## src/rtl/eth_rx_frame_reader.sv

```systemverilog
// ---------------------------------------------------------------------------
// eth_rx_frame_reader
//
// Consumer stage on the clk_i side of the Rx length/data async FIFO pair.
// Each frame is handled in four steps:
//   1. Pop one length word from the length FIFO.
//   2. Validate the length.
//   3. Pop exactly that many bytes from the data FIFO.
//   4. Either deliver the bytes as a valid/ready stream with sof/eof markers,
//      or flush them silently when the length is illegal.
// Frame and drop statistics are kept alongside.
//
// Optional feature macro: ETH_RX_STRIP_FCS_EN
//   When defined, the trailing 4 FCS bytes of each frame are popped but not
//   delivered. frame_len then reports the payload length, and frames of
//   4 bytes or fewer are dropped.
//
// Ports
//   clk_i, reset_n        clock, asynchronous active-low reset
//   rx_len_fifo_*         fall-through length FIFO (data, empty, read pulse)
//   rx_data_fifo_*        fall-through byte FIFO (data, empty, read)
//   out_data/valid/ready  registered byte stream towards the parser
//   out_sof/out_eof       first / last delivered byte markers
//   frame_len             length of the frame being delivered
//   frame_drop            one-cycle pulse after a dropped frame is flushed
//   frame_cnt             delivered frames (wrapping)
//   drop_cnt              dropped frames (saturating)
// ---------------------------------------------------------------------------
module eth_rx_frame_reader #(
    parameter int MAX_FRAME_LEN = 1518,
    parameter int MIN_FRAME_LEN = 1
) (
    input  logic        clk_i,
    input  logic        reset_n,
    input  logic [15:0] rx_len_fifo_data,
    input  logic        rx_len_fifo_empty,
    output logic        rx_len_fifo_read,
    input  logic [7:0]  rx_data_fifo_data,
    input  logic        rx_data_fifo_empty,
    output logic        rx_data_fifo_read,
    output logic [7:0]  out_data,
    output logic        out_valid,
    input  logic        out_ready,
    output logic        out_sof,
    output logic        out_eof,
    output logic [15:0] frame_len,
    output logic        frame_drop,
    output logic [15:0] frame_cnt,
    output logic [15:0] drop_cnt
);

`ifdef ETH_RX_STRIP_FCS_EN
    localparam logic FCS_STRIP = 1'b1;
`else
    localparam logic FCS_STRIP = 1'b0;
`endif

    localparam logic [15:0] MAX_LEN = 16'(MAX_FRAME_LEN);
    localparam logic [15:0] MIN_LEN = 16'(MIN_FRAME_LEN);

    typedef enum logic [1:0] {
        IDLE,
        CHECK,
        STREAM,
        DROP
    } state_t;

    state_t      state_q,      state_d;
    logic [15:0] len_q,        len_d;
    logic [15:0] remain_q,     remain_d;
    logic        first_q,      first_d;
    logic [7:0]  out_data_q,   out_data_d;
    logic        out_valid_q,  out_valid_d;
    logic        out_sof_q,    out_sof_d;
    logic        out_eof_q,    out_eof_d;
    logic [15:0] frame_len_q,  frame_len_d;
    logic        frame_drop_q, frame_drop_d;
    logic [15:0] frame_cnt_q,  frame_cnt_d;
    logic [15:0] drop_cnt_q,   drop_cnt_d;

    logic out_free;
    logic keep_byte;
    logic last_kept;

    // The output register can take a new byte when it is empty or being accepted.
    assign out_free = !out_valid_q || out_ready;

    // With FCS stripping, the final four bytes (remain 4..1) are never kept.
    // The last delivered byte is then the one popped with remain == 5.
    assign keep_byte = !FCS_STRIP || (remain_q > 16'd4);
    assign last_kept = FCS_STRIP ? (remain_q == 16'd5) : (remain_q == 16'd1);

    // Next-state, FIFO pops and output-register loads.
    always_comb begin
        state_d           = state_q;
        len_d             = len_q;
        remain_d          = remain_q;
        first_d           = first_q;
        out_data_d        = out_data_q;
        out_sof_d         = out_sof_q;
        out_eof_d         = out_eof_q;
        out_valid_d       = out_valid_q && !out_ready;
        frame_len_d       = frame_len_q;
        frame_drop_d      = 1'b0;
        frame_cnt_d       = frame_cnt_q;
        drop_cnt_d        = drop_cnt_q;
        rx_len_fifo_read  = 1'b0;
        rx_data_fifo_read = 1'b0;

        case (state_q)
            IDLE: begin
                if (!rx_len_fifo_empty && out_free) begin
                    rx_len_fifo_read = 1'b1;
                    len_d            = rx_len_fifo_data;
                    state_d          = CHECK;
                end
            end

            CHECK: begin
                remain_d = len_q;
                first_d  = 1'b1;
                if ((len_q < MIN_LEN) || (len_q > MAX_LEN) ||
                    (FCS_STRIP && (len_q <= 16'd4))) begin
                    state_d = DROP;
                end else begin
                    state_d     = STREAM;
                    frame_len_d = FCS_STRIP ? (len_q - 16'd4) : len_q;
                end
            end

            STREAM: begin
                if (!rx_data_fifo_empty && out_free) begin
                    rx_data_fifo_read = 1'b1;
                    remain_d          = remain_q - 16'd1;
                    if (keep_byte) begin
                        out_data_d  = rx_data_fifo_data;
                        out_sof_d   = first_q;
                        out_eof_d   = last_kept;
                        out_valid_d = 1'b1;
                        first_d     = 1'b0;
                    end
                    if (remain_q == 16'd1) begin
                        frame_cnt_d = frame_cnt_q + 16'd1;
                        state_d     = IDLE;
                    end
                end
            end

            DROP: begin
                // A zero-length frame owns no data bytes, so it is retired without popping.
                if (remain_q == 16'd0) begin
                    frame_drop_d = 1'b1;
                    if (drop_cnt_q != 16'hFFFF) drop_cnt_d = drop_cnt_q + 16'd1;
                    state_d = IDLE;
                end else if (!rx_data_fifo_empty) begin
                    rx_data_fifo_read = 1'b1;
                    remain_d          = remain_q - 16'd1;
                    if (remain_q == 16'd1) begin
                        frame_drop_d = 1'b1;
                        if (drop_cnt_q != 16'hFFFF) drop_cnt_d = drop_cnt_q + 16'd1;
                        state_d = IDLE;
                    end
                end
            end

            default: state_d = IDLE;
        endcase
    end

    // State and output registers. An asynchronous reset aborts any frame in flight.
    always_ff @(posedge clk_i or negedge reset_n) begin
        if (!reset_n) begin
            state_q      <= IDLE;
            len_q        <= 16'd0;
            remain_q     <= 16'd0;
            first_q      <= 1'b0;
            out_data_q   <= 8'd0;
            out_valid_q  <= 1'b0;
            out_sof_q    <= 1'b0;
            out_eof_q    <= 1'b0;
            frame_len_q  <= 16'd0;
            frame_drop_q <= 1'b0;
            frame_cnt_q  <= 16'd0;
            drop_cnt_q   <= 16'd0;
        end else begin
            state_q      <= state_d;
            len_q        <= len_d;
            remain_q     <= remain_d;
            first_q      <= first_d;
            out_data_q   <= out_data_d;
            out_valid_q  <= out_valid_d;
            out_sof_q    <= out_sof_d;
            out_eof_q    <= out_eof_d;
            frame_len_q  <= frame_len_d;
            frame_drop_q <= frame_drop_d;
            frame_cnt_q  <= frame_cnt_d;
            drop_cnt_q   <= drop_cnt_d;
        end
    end

    assign out_data   = out_data_q;
    assign out_valid  = out_valid_q;
    assign out_sof    = out_sof_q;
    assign out_eof    = out_eof_q;
    assign frame_len  = frame_len_q;
    assign frame_drop = frame_drop_q;
    assign frame_cnt  = frame_cnt_q;
    assign drop_cnt   = drop_cnt_q;

endmodule

```

## config.mk

```make
export PLATFORM = sky130hd
export DESIGN_NAME = eth_rx_frame_reader
export DESIGN_NICKNAME = d
export VERILOG_FILES = /design/src/rtl/eth_rx_frame_reader.sv
export SDC_FILE = /design/constraint.sdc
export NUM_CORES = 1
export LEC_CHECK = 0
export CAP_MARGIN = 20
export CORE_ASPECT_RATIO = 1.25
export CORE_MARGIN = 1
export CORE_UTILIZATION = 44
export CTS_BUF_LIST = sky130_fd_sc_hd__clkbuf_16
export DETAILED_ROUTE_END_ITERATION = 8
export PLACE_DENSITY = 0.7
export SLEW_MARGIN = 20
export SYNTH_ARGS = -nofsm -noshare
export SYNTH_HDL_FRONTEND = slang
export SYNTH_SLANG_ARGS = --single-unit
```

## constraint.sdc

```tcl
create_clock -name clk_i -period 6.35 [get_ports clk_i]
set_input_delay 0.9525 -clock clk_i [delete_from_list [all_inputs] [get_ports clk_i]]
set_output_delay 0.9525 -clock clk_i [all_outputs]
set_load 0.01 [all_outputs]
```

==> summary.txt <==
Run status
  – Status: completed

Worst setup path
  – R2R Setup Slk: roughly 3.5 ns
  – CP Launch Type: input port
  – CP Launch Point: rx_data_fifo_empty
  – CP endpoint kind: output port
  – FF-to-FF End: remain_q[13]
  – CP Data Required Time: 5.40 ns
  – RR Startpoint: state_q[1]
  – Crit Path Max Fanout: 15
  – Critical setup path kind: input port to output port
  – Worst Path Arrival: 3.04 ns
  – Worst r2r path cells: 5

Timing
  – Max_slew headroom: 44.9%
  – RSZ-0062 raised after global routing: false
  – Final worst slack: 2.36 ns
  – Final setup vio count: 0
  – Fin Setup TNS: 0 ns
  – Tmin final: 3.99 ns
  – Worst Tran Pin Value: approximately 0.82 ns
  – Clock Skew: approximately 0.0076 ns
  – Fin. Hold Viols: 0
  – Fmax achieved: between 200 and 300 MHz
  – Share of the clock period used by the worst path: 62.9%
  – Max-slew violation count: 0
  – Hold_ws: 0.468 ns

Placed design
  – DP HPWL: 7130 um
  – IO Port Bufs: 90
  – Final RePlAce weighted congestion: 0.835
  – Placed Area: between 0.005 and 0.006 sq mm
  – Post-Place Worst Slack: about 2.4 ns
  – Placed cells: 628

Clock tree
  – Clk sinks: 95
  – PostCTS Resize Cnt: 0
  – Clk_lat worst skew: 0.35 ns
  – Cts bufs inserted: 9
  – Max clock buf depth: 2
  – CTS Hold Buffers Added: 0
  – Reg clk slew, reported paths: 0.07 ns
  – Setup Buffers After CTS: 0
  – CTS root buffer: clkbuf_16
  – CTS tree: yes
  – Htree depth: 3

Floorplan
  – Die footprint: 0.0105 sq mm
  – Die Wd: 92.1 um
  – Ports: slightly above 90
  – FP Rows: 40
  – Initial Utilization: a little under half
  – Die Y-Extent: approximately 110 um
  – Core Area: 0.00971 sq mm

Routing
  – Final wirelength: 10,200 um
  – Post-DR vias/cell: between 5 and 6
  – Average wire per standard cell: between 15 and 20 um
  – DR vias: 3,584
  – Post-route ant nets: 0
  – DRT Pass-1 Iters: 4
  – Initial detailed-routing violation count: 164
  – # DRC: 0

Power and ir drop
  – Leakage Power: 2.60 nW
  – Logic gate share of total power: between 10% and 20%
  – P_sw: around 0.00033 W
  – Int Pwr: about 0.0012 W
  – VDD IR max: between 0.1 and 0.15 mV
  – P per Cell Area: 257 mW/mm^2
  – Clk pwr share: 46.6%
  – Seq pwr share: 43.0%
  – Switching share of power: 22.2%

Worst hold path
  – Hold Startpoint: frame_cnt[15]
  – Worst Hold Endpoint: frame_cnt[15]
  – Worst Hold Class: flop to flop
  – WHS Path Cells: 1

Cells and area
  – Post-route insts no fill: 644
  – Ant. Diodes: 0
  – Layout area overhead: 31.5%
  – Filler cells: 844
  – Share of cells above drive strength 1: around 10%
  – Nets: roughly 550
  – Final non-filler cell area: 0.00587 sq mm

Global route
  – Initial antenna violation count: 0
  – Vias in the first global route: 3,656
  – Largest net degree at the start of global routing: 54
  – First-pass GRT wire length: about 17,000 um
  – Global route overflow: 0
  – GRT Util Overall: 21.0%

Flow run
  – Maxcap violations: 0

Logic synthesis
  – Async set-reset flop share out of synthesis: 100%
  – Synth Area per Inst: ~11 sq um
  – Distinct cells, synth: 52
  – Largest family of logic cells by synthesized area: simple AND/OR/NAND/NOR gates
  – Simple-Gate Fraction of Synth Area: 23.6%
  – Synthesized area: 0.00446 sq mm
  – Prevailing post-synth register cell: dfrtp_1
  – Synth Net Count: 458
  – Yosys reg bits: 95
  – Mux share of post-synthesis cell area: 5.78%
  – Sequential fraction of the synthesis area: 53.3%
  – Mapped Cells: 424
  – Synth Area in XOR/XNOR: 5.89%
  – Adder-Cell Fraction of Synth Area: between 1 and 1.5%
  – EDFF count, synth: 0
  – YS warnings: 0
  – Compound-Gate Fraction of Synth Area: 7.88%
## cells by family after synthesis
logic type                 Yosys count
buffers and inverters               23
xor gates and xnor gates            30
AOI/OAI and AO/OA                   53
and+or+nand+nor                    195
DFF                                 95
muxes                               23
adders and majority gates            5
## synth_stat cells, types with 6 or more instances
master | count | share of area, %
a21oi_1 | 11 | 1.2
and3_1 | 6 | 0.84
and4_1 | 6 | 1.2
clkbuf_1 | 13 | 1.1
dfrtp_1 | 95 | 53
inv_1 | 7 | 0.59
mux2_2 | 18 | 4.5
nand2_1 | 78 | 6.6
nand3_1 | 21 | 2.4
nand4_1 | 15 | 2.1
nor2_1 | 14 | 1.2
nor2b_1 | 7 | 0.98
nor3_1 | 8 | 0.90
o21ai_0 | 11 | 1.2
o22ai_1 | 6 | 0.84
or2_2 | 7 | 0.98
xnor2_1 | 28 | 5.5
## worst max-delay path: stages
cell	delay [ns]
clkdlybuf4s50_1	0.48
nor3b_1	0.32
nand2_1	0.44
o21ai_0	0.27
clkdlybuf4s50_1	0.59
## state kept, by name, summed over array words and instances, names as in the netlist, 2 cells and up
register   cells
remain_q      16
drop_cnt      16
out_data       8
len_q         16
frame_cnt     16
frame_len     16
state_q        2
## power by group through the flow
stage	clock network, W	registers [W]	logic (W)
4_1_cts	0.000712	0.000648	0.000158
6_report	0.000703	0.000648	0.000157
3_3_place_gp	0	0.000656	0.000150
5_1_grt	0.000737	0.000651	0.000171
2_1_floorplan	0	0.000661	0.0000731
3_5_place_dp	0	0.000659	0.000156
## cell type report
class,count,area [sq um],area share [%]
Inverter,8,30.0,0.512
Tap cell,126,158,2.69
Multi-Input combinational cell,306,1990,33.9
Clock buffer,9,225,3.84
Sequential cell,95,2380,40.5
Timing Repair Buffer,93,921,15.7
Clock inverter,7,168,2.86
## routing by layer
| layer | global-route usage, % | part of all wire [%] |
|---|---|---|
| met4 | 7.92 | 1.5 |
| met2 | 36.8 | 51 |
| met3 | 3.52 | 4.2 |
| met5 | 0 | 0 |
| met1 | 25.8 | 43 |
## through the flow
stage               utilization (%)  total power (W)
floorplan                         -         0.000734
global placement               56.3         0.000806
detailed placement             56.4         0.000815
CTS                            60.4          0.00152
global route                   60.4          0.00156
finish                         60.4          0.00151
## cells in the final DEF (no fill, tap or decap), types with 7 or more instances in the layout
cell and n:
clkbuf_16 9, o21ai_0 11, clkdlybuf4s50_1 89, dfrtp_1 95, nor2_1 14, a21oi_1 11, mux2_2 18, nand2_1 78
or2_2 7, inv_1 7, nand4_1 15, nor2b_1 7, nor3_1 8, xnor2_1 28, nand3_1 21
## worst max path at each step
stage                                    to  slack (ns)  cells past startpoint
final                     rx_data_fifo_read        2.36                      5
after global routing      rx_data_fifo_read        2.27                      5
after CTS                 rx_data_fifo_read        2.36                      5
after detailed placement  rx_data_fifo_read        2.40                      5
after global placement    rx_data_fifo_read        2.48                      5
after floorplan           rx_data_fifo_read        3.57                      4
No activity file was read; power rests on OpenSTA's default activity.
==> patch 1: new RTL, config.mk and constraints unchanged <==
`out_data_q` no longer has a reset.
--- a/src/rtl/eth_rx_frame_reader.sv
+++ b/src/rtl/eth_rx_frame_reader.sv
@@ -174,7 +174,6 @@
             len_q        <= 16'd0;
             remain_q     <= 16'd0;
             first_q      <= 1'b0;
-            out_data_q   <= 8'd0;
             out_valid_q  <= 1'b0;
             out_sof_q    <= 1'b0;
             out_eof_q    <= 1'b0;
@@ -187,7 +186,6 @@
             len_q        <= len_d;
             remain_q     <= remain_d;
             first_q      <= first_d;
-            out_data_q   <= out_data_d;
             out_valid_q  <= out_valid_d;
             out_sof_q    <= out_sof_d;
             out_eof_q    <= out_eof_d;
@@ -198,6 +196,10 @@
         end
     end
 
+    always_ff @(posedge clk_i) begin
+        out_data_q <= out_data_d;
+    end
+
     assign out_data   = out_data_q;
     assign out_valid  = out_valid_q;
     assign out_sof    = out_sof_q;
Behaviour: differs if reset_n is asserted again (counterexample within 4 cycles, from zero or initial values and one cycle with reset_n low); with reset_n held inactive, the same outputs for 4 cycles.
==> patch 1 against the unedited design <==
- synthesized area shrank 1.9%
- setup slack gained 63 ps
- design area shrank 2.3%
- via count fell by 7.4%
- fmax up 1.6%
- critical path depth is the same
- sequential cell count did not move
- clock power down 18%
- power shrank 9.6%
- wire length down 5.9%
- largest cell class unchanged
==> patch 1: results (changes against the unedited design) <==
status: "complete, no violations"  # unchanged
cts.repair.resized: 0  # unchanged
ir_drop_uv: 137  # was 124 uV
async_flop_share_pct: 91.6  # was 100%
synth_enable_flop_cells: 8  # was 0
path_max_fanout: 7  # was 15
drive_above_1_share_pct: 12.7  # was 10.0%
syn_nets: 412  # was 458
placed_area_sq_um: 5400  # was 5480 sq um
synth_area_leaders: "dfrtp_1, mux2_2, edfxtp_1"  # was dfrtp_1, nand2_1, xnor2_1
drt-initial-drc-count: 182  # was 164
leakage_nw: 2.46  # was 2.60 nW
finClkSkew_ps: 6.03  # was 7.63 ps
clockBufferDepth: 2  # unchanged
nFillCells: 795  # was 844
cts-htree-levels: 3  # unchanged
cts_inserted_buffers: 9  # unchanged
wl_per_cell_um: 15.9  # was 15.8 um
dpl.hpwl_mm: 6.60  # was 7.13 mm
clk_latency_ps: 340
fin_nets: 503  # was 547
vias: 3319  # was 3584
arrival_ps: 2980  # was 3040 ps
yosysUniqueCellTypes: 53  # was 52
track_usage_pct: 19.9  # was 21.0%
crit_family: "buffers and inverters"  # unchanged
ys_seq_area_share_pct: 55.2  # was 53.3%
routabilityCongestion: 0.803  # was 0.835
grt_pass1_wl_mm: 16.2  # was 17.4 mm
start_util_pct: 45.3  # was 46.0%
synth_top_cells_by_count: "dfrtp_1, mux2_2, nor2_1"  # was dfrtp_1, nand2_1, xnor2_1
slew_headroom_pct: 45.4  # was 44.9%
max_stage_delay_ps: 680  # was 590 ps
slowest_stage: "clkdlybuf4s50_1"  # unchanged
grt_max_degree: 88  # was 54
==> patch 1: worst reg2reg max path: stages, from the launching register on <==
cell and delay [ps]:
dfrtp_1 880, inv_2 280, or4_1 730, nor3_2 620
nand4_1 250, xnor2_1 170
==> patch 1: worst paths after layout <==
path	startpoint	depth (start not counted)	slack (ps)	end
worst max-delay path	rx_data_fifo_empty	5	2420	rx_data_fifo_read
worst min-delay path	frame_cnt[15]	1	480	frame_cnt[15]
worst max register to register	state_q[1]	5	3320	frame_cnt[6]
worst min register to register	frame_cnt[15]	1	480	frame_cnt[15]
max in group asynchronous	reset_n	1	5120	len_q[14]
min in group asynchronous	reset_n	1	630	frame_len[15]
==> patch 1: power by group <==
part | internal (W) | switching [W]
sequential | 0.000636 | 0.0000316
combinational | 0.0000568 | 0.0000636
clock | 0.000346 | 0.000229
==> patch 1: kinds of logic (layout without fill, tap and decap cells) <==
logic type	Yosys count	count (layout)	synth area share, %
flops	95	95	55.2
mux	31	31	7.92
compound gates	47	47	8.15
xor+xnor	28	28	5.60
buf+inv	22	118	2.00
simple gates	150	150	19.6
fa+ha+maj	5	5	1.43
==> patch 1: through the flow <==
step	total power (W)	setup slack (ps)	utilization [%]	instances
floorplan	0.000743	3460	-	378
global placement	0.000793	2550	55.9	583
detailed placement	0.000799	2460	55.9	583
CTS	0.00138	2450	59.2	599
global route	0.00142	2290	59.3	600
finish	0.00136	2420	59.3	600
==> patch 1: layout make-up <==
class | instances | area (sq um) | share of cell area [%]
clock buffer | 9 | 225 | 3.93
clock inverter | 7 | 93.8 | 1.64
inverter | 9 | 33.8 | 0.589
multi-input combinational | 261 | 1880 | 32.8
sequential | 95 | 2420 | 42.2
tap | 126 | 158 | 2.75
timing repair buffer | 93 | 925 | 16.1
==> patch 1: metal layers <==
layer / vias up / part of all wire, % / GRT usage (%)
met2: 100 / 48 / 32.0
li1: 1586 / - / -
met4: 0 / 2.2 / 7.94
met1: 1617 / 45 / 26.2
met5: - / 0 / 0
met3: 16 / 5.1 / 4.40
==> patch 2: new RTL, same settings <==
Made on the original files. Add a define of `ETH_RX_STRIP_FCS_EN`.
--- a/src/rtl/eth_rx_frame_reader.sv
+++ b/src/rtl/eth_rx_frame_reader.sv
@@ -26,6 +26,8 @@
 //   frame_cnt             delivered frames (wrapping)
 //   drop_cnt              dropped frames (saturating)
 // ---------------------------------------------------------------------------
+`define ETH_RX_STRIP_FCS_EN
+
 module eth_rx_frame_reader #(
     parameter int MAX_FRAME_LEN = 1518,
     parameter int MIN_FRAME_LEN = 1
Check against the original RTL: not equivalent (a bounded check fails within 4 cycles, from zero or initial values and one cycle with reset_n low).
==> patch 2 against the unedited design <==
- non-clock buffer count up 1
- power down 6.2%
- highest routed layer unchanged
- count of clock-buffer cells in the layout unchanged
- synthesized area up 5.9%
- design area up 2.8%
- wire length up 5.3%
- critical endpoint is now rx_len_fifo_read
- setup slack better by 25 ps
- sequential cell count unchanged
==> patch 2: results (changes against the unedited design) <==
globalRouteMet2Util_pct: 33.5  # was 36.8%
endpoint: "rx_len_fifo_read"  # was rx_data_fifo_read
status: "complete, no violations"  # unchanged
synthCells: 437  # was 424
min_delay_worst_endpoint: "first_q"  # was frame_cnt[15]
wl_met1_mm: 4.46  # was 4.36 mm
wl_met3_um: 585  # was 424 um
nFillCells: 898  # was 844
grt_max_degree: 53  # was 54
rr_startpoint: "remain_q[0]"  # was state_q[1]
placed_area_sq_um: 5750  # was 5480 sq um
leakage_nw: 2.57  # was 2.60 nW
tightestPinTransition_ps: 1030  # was 820 ps
path_max_fanout: 19  # was 15
dpl.hpwl_mm: 7.66  # was 7.13 mm
synthMuxAreaShare_pct: 7.33  # was 5.78%
synthXorXnorAreaFrac_pct: 6.67  # was 5.89%
hp-start: "first_q"  # was frame_cnt[15]
synth_compound_area_share_pct: 10.1  # was 7.88%
ff2ff_setup_slack_ps: 3400  # was 3490 ps
worstSetupStartpoint: "out_ready"  # was rx_data_fifo_empty
synth_top_cells_by_count: "dfrtp_1, nand2_1, nor2_1"  # was dfrtp_1, nand2_1, xnor2_1
dp_slack_ps: 2390  # was 2400 ps
dr.pass1.iters: 4  # unchanged
grt_use_met3_pct: 3.88  # was 3.52%
drive_above_1_share_pct: 12.1  # was 10.0%
antenna_found_initial: 0  # unchanged
ys_seq_area_share_pct: 50.3  # was 53.3%
yosysUniqueCellTypes: 58  # was 52
viasPerCell: 5.66  # was 5.57
vias: 3731  # was 3584
track_usage_pct: 20.4  # was 21.0%
wl_per_cell_um: 16.2  # was 15.8 um
fin_area_sq_um: 6030  # was 5870 sq um
routabilityCongestion: 0.847  # was 0.835
synth_area_leaders: "dfrtp_1, mux2_2, xnor2_1"  # was dfrtp_1, nand2_1, xnor2_1
fin_nets: 562  # was 547
grt_pass1_wl_mm: 17.9  # was 17.4 mm
dr_wl_met2_mm: 5.37  # was 5.21 mm
grt_pass1_vias: 3622  # was 3656
placed_cells: 644  # was 628
swShare_pct: 26.1  # was 22.2%
async_flop_share_pct: 100  # unchanged
met1_usage_pct: 26.0  # was 25.8%
synthAdderAreaFrac_pct: 1.85  # was 1.40%
slowest_stage: "and3_1"  # was clkdlybuf4s50_1
fmax_ghz: 0.252  # was 0.250 GHz
finClkSkew_ps: 7.58  # was 7.63 ps
hold-path-cell-count: 2  # was 1
drt-initial-drc-count: 235  # was 164
io_buffers: 90  # unchanged
r2r-end: "remain_q[2]"  # was remain_q[13]
ir_drop_uv: 137  # was 124 uV
r2r_cells: 7  # was 5
fin_hold_ws_ps: 480  # was 468 ps
==> patch 2: cell types whose count changed after synthesis, moves of 4 or more <==
| cell | delta |
|---|---|
| nand2_1 | -44 |
| nor2_1 | +15 |
| a21oi_1 | +9 |
| mux2_2 | +9 |
| buf_2 | +8 |
| clkbuf_1 | -7 |
| o21ai_0 | +6 |
| or2_2 | -6 |
| xor2_1 | +6 |
| nor4_1 | +5 |
| nor3_2 | +4 |
==> patch 2: power by group through the flow <==
stage / Clock (W) / Sequential (W) / Combinational (W)
floorplan: 0 / 0.000692 / 0.000128
global route: 0.000556 / 0.000697 / 0.000235
finish: 0.000513 / 0.000690 / 0.000210
detailed placement: 0 / 0.000700 / 0.000213
global placement: 0 / 0.000697 / 0.000205
CTS: 0.000527 / 0.000689 / 0.000213
==> patch 2: layout make-up <==
cell class	count	share of cell area, %
Clock inverter	6	0.892
Clock buffer	9	3.73
Tap cell	129	2.68
Multi-Input combinational cell	315	37.2
Sequential cell	95	39.4
Inverter	11	0.685
Timing Repair Buffer	94	15.4
